$ cat src/rtl/muldiv_pkg.sv
// Shared definitions for the iterative RV32M multiply/divide unit.
package muldiv_pkg;

    localparam int unsigned XLEN = 32;

    localparam logic [2:0] F3_MUL    = 3'b000;
    localparam logic [2:0] F3_MULH   = 3'b001;
    localparam logic [2:0] F3_MULHSU = 3'b010;
    localparam logic [2:0] F3_MULHU  = 3'b011;
    localparam logic [2:0] F3_DIV    = 3'b100;
    localparam logic [2:0] F3_DIVU   = 3'b101;
    localparam logic [2:0] F3_REM    = 3'b110;
    localparam logic [2:0] F3_REMU   = 3'b111;

    typedef enum logic [1:0] {S_IDLE, S_BUSY, S_DONE} state_t;

    // rs1 is treated as signed by every op except the fully unsigned ones
    function automatic logic signedA(input logic [2:0] f3);
        return (f3 == F3_MUL) || (f3 == F3_MULH) || (f3 == F3_MULHSU) ||
               (f3 == F3_DIV) || (f3 == F3_REM);
    endfunction

    // rs2 is unsigned for MULHSU as well
    function automatic logic signedB(input logic [2:0] f3);
        return (f3 == F3_MUL) || (f3 == F3_MULH) || (f3 == F3_DIV) || (f3 == F3_REM);
    endfunction

endpackage

$ cat src/rtl/ex_muldiv_dp.sv
// Datapath for the multiply/divide sequencer: magnitude operands, shared
// {hi,lo} working register, one shift-add / restoring-divide step per cycle,
// and sign fix-up of the final value.
module ex_muldiv_dp
    import muldiv_pkg::*;
(
    input  logic            clock,
    input  logic            reset,
    input  logic            load,
    input  logic            special,
    input  logic            step,
    input  logic            finish,
    input  logic [2:0]      func3,
    input  logic [XLEN-1:0] opA,
    input  logic [XLEN-1:0] opB,
    output logic [XLEN-1:0] result
);

    logic [2:0]      func3Q;
    logic            signAQ, signBQ, specQ;
    logic [XLEN-1:0] hiQ, loQ, opQ, specValQ, resultQ;

    logic            signA, signB;
    logic [XLEN-1:0] absA, absB, specVal;
    logic [XLEN:0]   sum;
    logic [XLEN:0]   shifted;
    logic            borrow;
    logic [XLEN-1:0] diffRem;
    logic [XLEN-1:0] stepHi, stepLo;
    logic [2*XLEN-1:0] prodFix;
    logic [XLEN-1:0] quotFix, remFix, finalVal;

    // Operand conditioning at acceptance; bypass value for b==0 and signed overflow
    always_comb begin
        signA = signedA(func3) & opA[XLEN-1];
        signB = signedB(func3) & opB[XLEN-1];
        absA  = signA ? -opA : opA;
        absB  = signB ? -opB : opB;
        if (opB == '0) begin
            specVal = func3[1] ? opA : '1;
        end else begin
            specVal = func3[1] ? '0 : {1'b1, {(XLEN-1){1'b0}}};
        end
    end

    // One iteration: lo holds multiplier/quotient, hi holds product-high/remainder
    always_comb begin
        sum     = {1'b0, hiQ} + (loQ[0] ? {1'b0, opQ} : '0);
        shifted = {hiQ, loQ[XLEN-1]};
        borrow  = shifted < {1'b0, opQ};
        // Remainder always stays below the divisor, so the low XLEN bits are exact
        diffRem = shifted[XLEN-1:0] - opQ;
        if (func3Q[2]) begin
            stepHi = borrow ? shifted[XLEN-1:0] : diffRem;
            stepLo = {loQ[XLEN-2:0], ~borrow};
        end else begin
            stepHi = sum[XLEN:1];
            stepLo = {sum[0], loQ[XLEN-1:1]};
        end
    end

    // Sign fix-up and half/quotient/remainder select
    always_comb begin
        prodFix = (signAQ ^ signBQ) ? -{hiQ, loQ} : {hiQ, loQ};
        quotFix = (signAQ ^ signBQ) ? -loQ : loQ;
        remFix  = signAQ ? -hiQ : hiQ;
        finalVal = '0;
        case (func3Q)
            F3_MUL:                       finalVal = prodFix[XLEN-1:0];
            F3_MULH, F3_MULHSU, F3_MULHU: finalVal = prodFix[2*XLEN-1:XLEN];
            F3_DIV, F3_DIVU:              finalVal = quotFix;
            default:                      finalVal = remFix;
        endcase
        if (specQ) begin
            finalVal = specValQ;
        end
    end

    // Working registers and held result
    always_ff @(posedge clock or negedge reset) begin
        if (!reset) begin
            func3Q   <= '0;
            signAQ   <= 1'b0;
            signBQ   <= 1'b0;
            specQ    <= 1'b0;
            hiQ      <= '0;
            loQ      <= '0;
            opQ      <= '0;
            specValQ <= '0;
            resultQ  <= '0;
        end else begin
            if (load) begin
                func3Q   <= func3;
                signAQ   <= signA;
                signBQ   <= signB;
                specQ    <= special;
                specValQ <= specVal;
                hiQ      <= '0;
                loQ      <= func3[2] ? absA : absB;
                opQ      <= func3[2] ? absB : absA;
            end else if (step) begin
                hiQ <= stepHi;
                loQ <= stepLo;
            end
            if (finish) begin
                resultQ <= finalVal;
            end
        end
    end

    assign result = finish ? finalVal : resultQ;

endmodule

$ cat src/rtl/ex_muldiv_seq.sv
// Sequencer FSM for the iterative RV32M unit in E: accepts an M-op, stalls
// the front of the pipeline while iterating, then strobes the result once.
module ex_muldiv_seq
    import muldiv_pkg::*;
(
    input  logic            clock,
    input  logic            reset,
    input  logic            start,
    input  logic [2:0]      func3,
    input  logic [XLEN-1:0] op_a,
    input  logic [XLEN-1:0] op_b,
    input  logic            flush,
    output logic            stall,
    output logic            busy,
    output logic [XLEN-1:0] result,
    output logic            result_valid
);

    localparam int unsigned CNT_W = $clog2(XLEN);

    state_t           stateQ;
    logic [CNT_W-1:0] cntQ;
    logic             accept, special, overflow, step;

    // Acceptance, special-divide detect and pipeline handshake
    always_comb begin
        accept   = (stateQ == S_IDLE) & start & ~flush;
        overflow = ((func3 == F3_DIV) || (func3 == F3_REM)) &&
                   (op_a == {1'b1, {(XLEN-1){1'b0}}}) && (op_b == '1);
        special  = func3[2] & ((op_b == '0) | overflow);
        stall    = accept | (stateQ == S_BUSY);
        busy     = stateQ != S_IDLE;
        // flush kills the completing op so E->M keeps the ALU value
        result_valid = (stateQ == S_DONE) & ~flush;
        step     = (stateQ == S_BUSY) & ~flush;
    end

    // State and iteration counter
    always_ff @(posedge clock or negedge reset) begin
        if (!reset) begin
            stateQ <= S_IDLE;
            cntQ   <= '0;
        end else begin
            unique case (stateQ)
                S_IDLE: begin
                    if (accept) begin
                        cntQ   <= '0;
                        stateQ <= special ? S_DONE : S_BUSY;
                    end
                end
                S_BUSY: begin
                    if (flush) begin
                        stateQ <= S_IDLE;
                    end else if (cntQ == CNT_W'(XLEN - 1)) begin
                        stateQ <= S_DONE;
                    end else begin
                        cntQ <= cntQ + 1'b1;
                    end
                end
                S_DONE: begin
                    // start is still the same instruction here; never retrigger
                    stateQ <= S_IDLE;
                end
                default: stateQ <= S_IDLE;
            endcase
        end
    end

    ex_muldiv_dp u_dp (
        .clock   (clock),
        .reset   (reset),
        .load    (accept),
        .special (special),
        .step    (step),
        .finish  (result_valid),
        .func3   (func3),
        .opA     (op_a),
        .opB     (op_b),
        .result  (result)
    );

endmodule
$ cat config.mk
export PLATFORM = sky130hd
export DESIGN_NAME = ex_muldiv_seq
export DESIGN_NICKNAME = d
export VERILOG_FILES = /design/src/rtl/muldiv_pkg.sv /design/src/rtl/ex_muldiv_dp.sv /design/src/rtl/ex_muldiv_seq.sv
export SDC_FILE = /design/constraint.sdc
export NUM_CORES = 1
export LEC_CHECK = 0
export CAP_MARGIN = 20
export CORE_MARGIN = 10
export CORE_UTILIZATION = 30
export CTS_BUF_LIST = sky130_fd_sc_hd__clkbuf_8
export CTS_CLUSTER_DIAMETER = 120
export DETAILED_ROUTE_END_ITERATION = 8
export PLACE_DENSITY = 0.58
export SLEW_MARGIN = 20
export SYNTH_ARGS = -nofsm -noshare
export SYNTH_HDL_FRONTEND = slang
export SYNTH_SLANG_ARGS = --single-unit
$ cat constraint.sdc
create_clock -name clock -period 3.6 [get_ports clock]
set_input_delay 0.72 -clock clock [delete_from_list [all_inputs] [get_ports clock]]
set_output_delay 0.72 -clock clock [all_outputs]
set_load 0.005 [all_outputs]
==> results.py <==
metrics = {
    "run_status": {
        "status": "finished with violations",
        "violations": "setup timing",
    },
    "yosys": {
        "yosys-top-cells-area": "dfrtp_1 27%, a21oi_1 7.2%, o21ai_0 6.2%",
        "avgSynthCellArea_um2": 7.59,
        "synth-seq-cells": 173,
        "syn-instance-count": 2079,
        "synthFlopType": "dfrtp_1",
        "synth.distinct_cells": 69,
        "yosysMostFrequentCell": "nand2_1",
        "synth_seq_area_share": 0.274,
        "synth_commonest_cells": "228 x nand2_1, 227 x a21oi_1, 197 x nor2_1",
        "synth_nets": 2223,
        "synthArstFlopShare": 1.00,
        "synth_area_mm2": 0.0158,
        "synth_top_area_frac": 0.274,
        "synth_top_area_cell": "dfrtp_1",
        "synth_edf_count": 0,
        "synth_warnings": 0,
    },
    "timing": {
        "slew_viol_final": 0,
        "hold_viol_final": 0,
        "slew_headroom": 0.376,
        "rsz0062_at_grt": "true",
        "fmaxAchievable_mhz": 222,
        "worst_pin_slew_ns": 0.933,
        "finalSetupViolCount": 32,
        "finalWorstSetupSlack_ns": -0.898,
        "period_needed_ns": 4.50,
        "fin_skew_ns": 0.0313,
        "finalCritPeriodShare": 1.25,
        "fin_setup_tns_ns": -19.21,
    },
    "routing": {
        "drt_drc_violations_left": 0,
        "drtPass1Iterations": 6,
        "drtIter0Drc": 1467,
        "ant_nets": 0,
        "wirelength_um": 65800,
        "wl_per_cell_um": 21.0,
        "vias_per_cell": 5.49,
        "vias": 17200,
    },
    "clock_tree": {
        "clk_path_buf_depth": 2,
        "clock_sinks": 173,
        "cts_tree": "built",
        "root_buffer": "clkbuf_8",
        "cts_hold_buf": 0,
        "numCtsBuffers": 17,
        "clk_pin_slew_worst_paths_ns": 0.10,
        "htreeDepth": 4,
        "clkLatencyLatePin_ns": 0.54,
    },
    "finish": {
        "layout-drive-gt1-share": 0.257,
        "layoutNonFillerInstCount": 3131,
        "area_growth_pct": 35.9,
        "n_antenna_cell": 0,
        "fin_nets": 2582,
    },
    "critical_path": {
        "timing.rr.start": "u_dp.loQ[0]$_DFFE_PN0P_",
        "critical-path-top-delay-family": "simple AND/OR/NAND/NOR gates",
        "setup.reg_to_reg.worst_slack_ns": 0.03,
        "cp-end-kind": "output port",
        "cp_max_fo": 3,
        "rr_endpoint": "u_dp.hiQ[25]$_DFFE_PN0P_",
        "crit_top_cell": "or3_4",
        "cp_data_required_time_ns": 2.88,
        "crit_arrival_ns": 3.78,
        "endpoint": "result[25]",
        "r2r_cells": 18,
        "path_depth": 11,
        "crit_chain": "nor3_2 -> nand4b_1 -> or3_4 -> or4b_4 -> or3_4 -> or3_4 -> and2_4 -> xor2_2 -> a221oi_2 -> a21oi_2 -> buf_2",
        "path_class": "flop to output port",
        "path_buf_inv": 1,
        "cpPeakStageDelay_ns": 0.50,
        "cp-startpoint": "u_dp.hiQ[4]$_DFFE_PN0P_",
        "crit_slowest_cell": "or4b_4",
        "critPathLaunchType": "flop",
    },
    "placement": {
        "io_buffers": 105,
        "gp_congestion": 0.950,
        "dp_hpwl_um": 50400,
        "place_inst": 3027,
    },
    "global_routing": {
        "track_usage": 0.201,
        "antenna_found_initial": 2,
        "grt_pass1_vias": 16600,
        "grt_pass1_wl_um": 98900,
        "grt_max_degree": 136,
        "grt.overflow.total": 0,
    },
    "floorplan": {
        "core_mm2": 0.0517,
        "rows": 83,
        "fp.dieW_um": 249,
        "initial_core_util": 0.305,
        "dieArea_mm2": 0.0622,
        "die_h_um": 249,
        "pin_count": 106,
    },
    "run": {
        "cap_violations": 0,
    },
    "pwr": {
        "comb_power_share": 0.751,
        "power_switching_mw": 8.88,
        "p_leak_nw": 9.39,
        "power_density_mw_per_mm2": 816,
        "switching_share": 0.507,
        "internal_power_mw": 8.62,
        "vdd_drop_max_v": 0.000395,
        "power_frac_seq": 0.170,
        "p_clk_frac": 0.079,
    },
    "worst_hold_path": {
        "hold_path.class": "input pin to async pin",
    },
}
==> worst min path at each step <==
stage / slack [ns] / to
4_1_cts: 0.18 / u_dp.loQ[4]$_DFFE_PN0P_
3_3_place_gp: 0.46 / u_dp.specValQ[25]$_DFFE_PN0P_
5_1_grt: 0.19 / cntQ[0]$_DFFE_PN0P_
2_1_floorplan: 0.42 / cntQ[0]$_DFFE_PN0P_
3_5_place_dp: 0.47 / u_dp.specValQ[26]$_DFFE_PN0P_
6_report: 0.17 / stateQ[1]$_DFFE_PN0P_
==> worst reg2reg max path, cell delays in order (launching register included) <==
cell and delay [ns]:
dfrtp_1 0.44, buf_6 0.14, buf_6 0.09, and2_4 0.14
ha_4 0.12, inv_2 0.03, fa_2 0.35, nand2b_4 0.17
a21oi_4 0.14, o211ai_1 0.16, o32ai_2 0.32, buf_4 0.18
a21oi_4 0.06, o21a_1 0.19, o31ai_2 0.17, buf_4 0.15
a211oi_2 0.07, xnor2_1 0.15, a221o_1 0.38
==> layer usage <==
metal / GRT usage / wire length [um] / up-vias
li1: - / - / 8174
met1: 0.272 / 30200 / 8309
met2: 0.315 / 29900 / 599
met3: 0.0321 / 3830 / 100
met4: 0.0744 / 1940 / 2
met5: 0 / 13 / -
==> power by group through the flow <==
stage               logic [mW]  registers, mW  clock network [mW]
floorplan                 7.18           2.89                   0
global placement          11.5           2.97                   0
detailed placement        11.6           2.98                   0
CTS                       12.2           2.95                1.41
global route              14.1           3.03                1.49
finish                    13.1           2.98                1.37
==> flip-flops by register name, summed over array words and instances, names as in the netlist <==
register	flops
u_dp.hiQ	32
u_dp.loQ	32
u_dp.opQ	32
u_dp.resultQ	32
u_dp.specValQ	32
cntQ	5
u_dp.func3Q	3
stateQ	2
u_dp.signAQ	1
u_dp.signBQ	1
u_dp.specQ	1
==> area by class of cell <==
type | instances | area, um^2
well taps | 680 | 851
clock inverters | 11 | 83.8
fillers | 5337 | 30300
flip-flops and latches | 173 | 4330
multi-input cells | 1691 | 11600
repair buffers | 485 | 4060
clock buffers | 21 | 289
inverters | 70 | 270
==> placed cells by master, fill, tap and decap left out, types with 46 or more instances in the layout <==
master and instances:
a21oi_1 179, buf_4 330, clkdlybuf4s50_1 71, dfrtp_1 171, ha_1 68, inv_1 65
mux2i_1 47, nand2_1 224, nor2_1 188, o211ai_1 46, o21ai_0 163, xnor2_1 91
xor2_1 94
==> cells by family (layout without fill, tap and decap cells) <==
logic type,after synthesis,in the layout,share of synthesized area
buf+inv,215,587,0.0527
compound gates,690,690,0.266
flops,173,173,0.274
mux,59,59,0.0384
xor+xnor,194,194,0.108
fa+ha+maj,73,73,0.0588
simple gates,675,675,0.202
==> timing repair <==
| item | CTS | global route |
|---|---|---|
| gates cloned | 0 | 2 |
| buffers inserted | 53 | 35 |
| pin swaps | 81 | 96 |
| resized for setup | 284 | 102 |
| setup endpoints to repair | 43 | 63 |
==> through the flow <==
step	setup slack [ns]	utilization	power [mW]	cell area [um^2]	hold slack, ns
2_1_floorplan	-0.256	-	10.1	15800	0.424
3_3_place_gp	-0.692	0.379	14.5	19600	0.464
3_5_place_dp	-0.651	0.379	14.6	19600	0.467
4_1_cts	-0.917	0.402	16.6	20800	0.183
5_1_grt	-1.04	0.414	18.7	21400	0.194
6_report	-0.898	0.414	17.5	21400	0.173
Power figures use the tool's default switching activity.
